<file path="config.mk">
export PLATFORM = sky130hd
export DESIGN_NAME = zero_detect_arbiter
export DESIGN_NICKNAME = d
export VERILOG_FILES = /design/src/rtl/zero_detect_arbiter.sv
export SDC_FILE = /design/constraint.sdc
export NUM_CORES = 1
export LEC_CHECK = 0
export CORE_MARGIN = 2
export CORE_UTILIZATION = 43
export CTS_CLUSTER_DIAMETER = 40
export DETAILED_ROUTE_END_ITERATION = 8
export PLACE_DENSITY = 0.87
export SLEW_MARGIN = 20
export SYNTH_ARGS = -nofsm -noshare
export SYNTH_HDL_FRONTEND = slang
export SYNTH_SLANG_ARGS = --single-unit
</file>
<file path="constraint.sdc">
create_clock -name clk -period 5.1 [get_ports clk]
set_input_delay 1.02 -clock clk [delete_from_list [all_inputs] [get_ports clk]]
set_output_delay 1.02 -clock clk [all_outputs]
set_load 0.01 [all_outputs]
</file>
<file path="src/rtl/zero_detect_arbiter.sv">
// rtl/zero_detect_arbiter.sv - round-robin shared 64-bit zero-detect unit with tagged response
// Optional macro ZD_PIPE_EN splits the reduction into two registered half-width stages.
module zero_detect_arbiter #(
    parameter int NUM_REQ = 4,
    parameter int WIDTH   = 64,
    parameter int IDW     = $clog2(NUM_REQ)
) (
    input  logic                     clk,
    input  logic                     reset,
    input  logic [NUM_REQ-1:0]       req_valid,
    input  logic [NUM_REQ*WIDTH-1:0] req_data,
    output logic [NUM_REQ-1:0]       req_ready,
    output logic                     rsp_valid,
    input  logic                     rsp_ready,
    output logic [IDW-1:0]           rsp_id,
    output logic                     rsp_zero,
    output logic                     busy
);

`ifdef ZD_PIPE_EN
    typedef enum logic [1:0] {IDLE, EVAL_LO, EVAL_HI, RESP} state_t;
`else
    typedef enum logic [1:0] {IDLE, EVAL, RESP} state_t;
`endif

    state_t             state;
    state_t             state_next;
    logic [IDW-1:0]     rr_ptr;
    logic [WIDTH-1:0]   op_reg;
    logic [IDW-1:0]     id_reg;
    logic [IDW-1:0]     grant;
    logic               grant_found;
    logic               accept;
`ifdef ZD_PIPE_EN
    logic               lo_or;
    logic               hi_or;
`endif

    function automatic logic [IDW-1:0] wrap_add(input logic [IDW-1:0] base, input int k);
        int s;
        s = int'(base) + k;
        if (s >= NUM_REQ) s = s - NUM_REQ;
        return IDW'(s);
    endfunction

    // First valid requester at or above rr_ptr, wrapping around.
    always_comb begin
        grant       = '0;
        grant_found = 1'b0;
        for (int k = 0; k < NUM_REQ; k++) begin
            if (!grant_found && req_valid[wrap_add(rr_ptr, k)]) begin
                grant       = wrap_add(rr_ptr, k);
                grant_found = 1'b1;
            end
        end
    end

    always_comb begin
        req_ready = '0;
        if (state == IDLE && !reset && grant_found) req_ready[grant] = 1'b1;
    end

    assign accept = |req_ready;
    assign busy   = (state != IDLE);

    always_ff @(posedge clk) begin
        if (reset) state <= IDLE;
        else       state <= state_next;
    end

    always_comb begin
        state_next = state;
        unique case (state)
`ifdef ZD_PIPE_EN
            IDLE:    if (accept) state_next = EVAL_LO;
            EVAL_LO: state_next = EVAL_HI;
            EVAL_HI: state_next = RESP;
`else
            IDLE:    if (accept) state_next = EVAL;
            EVAL:    state_next = RESP;
`endif
            RESP:    if (rsp_ready) state_next = IDLE;
            default: state_next = IDLE;
        endcase
    end

    always_ff @(posedge clk) begin
        if (reset) begin
            rr_ptr    <= '0;
            op_reg    <= '0;
            id_reg    <= '0;
            rsp_valid <= 1'b0;
            rsp_zero  <= 1'b0;
            rsp_id    <= '0;
`ifdef ZD_PIPE_EN
            lo_or     <= 1'b0;
            hi_or     <= 1'b0;
`endif
        end else begin
            if (accept) begin
                op_reg <= req_data[grant*WIDTH +: WIDTH];
                id_reg <= grant;
                rr_ptr <= wrap_add(grant, 1);
            end
`ifdef ZD_PIPE_EN
            if (state == EVAL_LO) begin
                lo_or <= |op_reg[WIDTH/2-1:0];
                hi_or <= |op_reg[WIDTH-1:WIDTH/2];
            end
            if (state == EVAL_HI) begin
                rsp_zero  <= ~(lo_or | hi_or);
                rsp_id    <= id_reg;
                rsp_valid <= 1'b1;
            end
`else
            if (state == EVAL) begin
                rsp_zero  <= ~|op_reg;
                rsp_id    <= id_reg;
                rsp_valid <= 1'b1;
            end
`endif
            // rsp_valid is high exactly while in RESP
            if (state == RESP && rsp_ready) rsp_valid <= 1'b0;
        end
    end

endmodule

</file>
==> impl_metrics.yaml <==
status:
  status: "complete, no violations"
placement:
  placed_area_um2: 7750
  gp_congestion: 0.822
  dp_hpwl_um: 13400
  port_buffers: 271
critical_path:
  crit_chain: "clkdlybuf4s50_1 > nand2_1 > a311oi_1 > o21ai_4 > nor2_1 > clkdlybuf4s50_1"
  cp_data_required_time_ns: 4.08
  crit_slowest_cell: "clkdlybuf4s50_1"
  worstPathMaxFanout: 32
  worstSetupPathType: "input pin to primary output"
  path_common_cell: "clkdlybuf4s50_1"
  path_delay_family: "buffers and inverters"
  start_kind: "input pin"
  worstPathArrival_ns: 3.28
  path_buf_inv: 2
  max_stage_delay_ns: 0.56
  cp-end-kind: "primary output"
routing:
  vias_per_cell: 6.20
  postRouteAntennaNets: 0
  vias: 6015
  drt_iter0_drc: 424
  wl_per_cell_um: 19.7
  wirelength_um: 19100
  drc: 0
  drt-pass1-iter-count: 5
layout:
  syn_to_final_growth_pct: 58.5
  layout_commonest_cell: "clkdlybuf4s50_1"
  layout.nets: 1085
  regArea_um2: 1480
  fillers: 855
  multi_input_area_um2: 3280
  final_util_pct: 70.0
  n_antenna_cell: 0
  largest_reg_flops: 64
  final_cell_mix: "clkdlybuf4s50_1, dfxtp_1, nand2_1, mux2i_1, nand4_1"
  drive_above_1_share_pct: 6.65
  final_cell_area_um2: 8020
timing:
  fin_setup_tns_ns: 0
  layout_worst_path_cycle_share_pct: 84.2
  relSlewSlack_pct: 41.3
  finClkSkew_ns: 0.00716
  whs_ns: 0.455
  max_freq_mhz: 233
  post-route-min-period_ns: 4.30
  tightest_slew_ns: 0.877
  setup_viol: 0
  maxSlewViolCount: 0
  final-hold-violation-count: 0
  rsz0062_at_grt: "false"
floorplanning:
  row_count: 39
  core-area_um2: 11500
  die_w_um: 112
  die_y_um: 112
  start_util_pct: 44.1
  die-area_um2: 12700
  ios: 272
clocking:
  cts_made_buffers: 9
  clkTransAtPathRegs_ns: 0.06
  clk_latency_ns: 0.32
  cts_sinks: 74
  postCtsSetupBuffers: 0
  postCtsResizedCells: 0
  clock_path_buffers: 2
  htreeDepth: 3
  cts_root_buffer: "clkbuf_16"
  hold_buffers: 0
  cts_tree: "yes"
job:
  cap_violations: 0
yosys:
  ys_seq_area_share_pct: 29.3
  async_flop_share_pct: 0
  synth_edf_count: 0
  avgSynthCellArea_um2: 8.49
  syn_inst: 596
  synthDistinctLibCells: 37
  ys_seq_elements: 74
  synth_flop_cell: "dfxtp_1"
  syn_nets: 859
  yosysWarnings: 0
  syn-cell-area_um2: 5060
worst_hold_path:
  hold_path.class: "flop to flop"
power:
  ir_drop_mv: 0.150
  power_density_nw_per_um2: 273
  power_mw: 2.19
  total_leakage_power_nw: 3.12
global_routing:
  grt_max_degree: 64
  grt_pass1_vias: 6228
  grt_pass1_wl_um: 29900
  antenna_found_initial: 0
  grt_usage_pct: 29.1
  grt_overflow: 0
stage by stage:
step,worst slack (ns),instances
2_1_floorplan,1.95,596
4_1_cts,0.780,970
5_1_grt,0.629,970
3_5_place_dp,0.776,954
3_3_place_gp,0.883,954
6_report,0.804,970
kinds of logic after synthesis:
logic type / synth area share (%)
mux: 13.6
buf+inv: 6.73
simple gates: 18.9
flops: 29.3
compound gates: 31.2
xor+xnor: 0.173
area by class of cell:
cell class	instances	share of cell area, %
flip-flops and latches	74	18.5
inverters	1	0.0468
clock buffers	12	3.07
well taps	143	2.23
repair buffers	283	34.9
clock inverters	4	0.343
multi-input cells	453	40.9
worst reg2reg max path, cell delays in order (launching register included):
cell and delay, ns:
dfxtp_1 0.46, nand2b_1 0.16, a21oi_1 0.12, o21ai_4 0.70, buf_4 0.52, a21o_1 0.17
o211ai_2 0.07
Yosys cell counts, drive strengths merged (2+ instances only):
library cell  number  area share [%]
a21oi              4            0.47
nand2b             4            0.49
or2                4            0.49
a21o              64             9.5
o211ai            63              11
nand2             69             5.1
o31ai             63             9.3
buf               29             3.8
a211oi             2            0.30
clkbuf            39             2.9
nor3               3            0.40
dfxtp             74              29
nor2              14             1.1
nor2b              2            0.25
nand4             64             7.9
nor4              18             2.2
nand3              2            0.45
mux2i             69              14
report_power, final:
group / total [mW] / internal [mW] / switching (mW)
Combinational: 0.865 / 0.433 / 0.433
Sequential: 0.750 / 0.685 / 0.0648
Clock: 0.576 / 0.342 / 0.234
layer usage:
| metal | vias up | part of all wire, % | global-route usage, % |
|---|---|---|---|
| met3 | 68 | 8.3 | 6.64 |
| met5 | - | 0 | 0 |
| li1 | 2775 | - | - |
| met4 | 0 | 4.4 | 15.8 |
| met2 | 351 | 49 | 51.7 |
| met1 | 2821 | 38 | 32.1 |
final timing paths:
kind | start | to | slack (ns) | cells past startpoint
worst max register to register | rr_ptr[0] | op_reg[43] | 2.77 | 6
worst min register to register | id_reg[1] | id_reg[1] | 0.46 | 2
worst max-delay path | req_valid[0] | req_ready[0] | 0.80 | 6
worst min-delay path | id_reg[1] | id_reg[1] | 0.46 | 2
No activity file was read; power rests on OpenSTA's default activity.
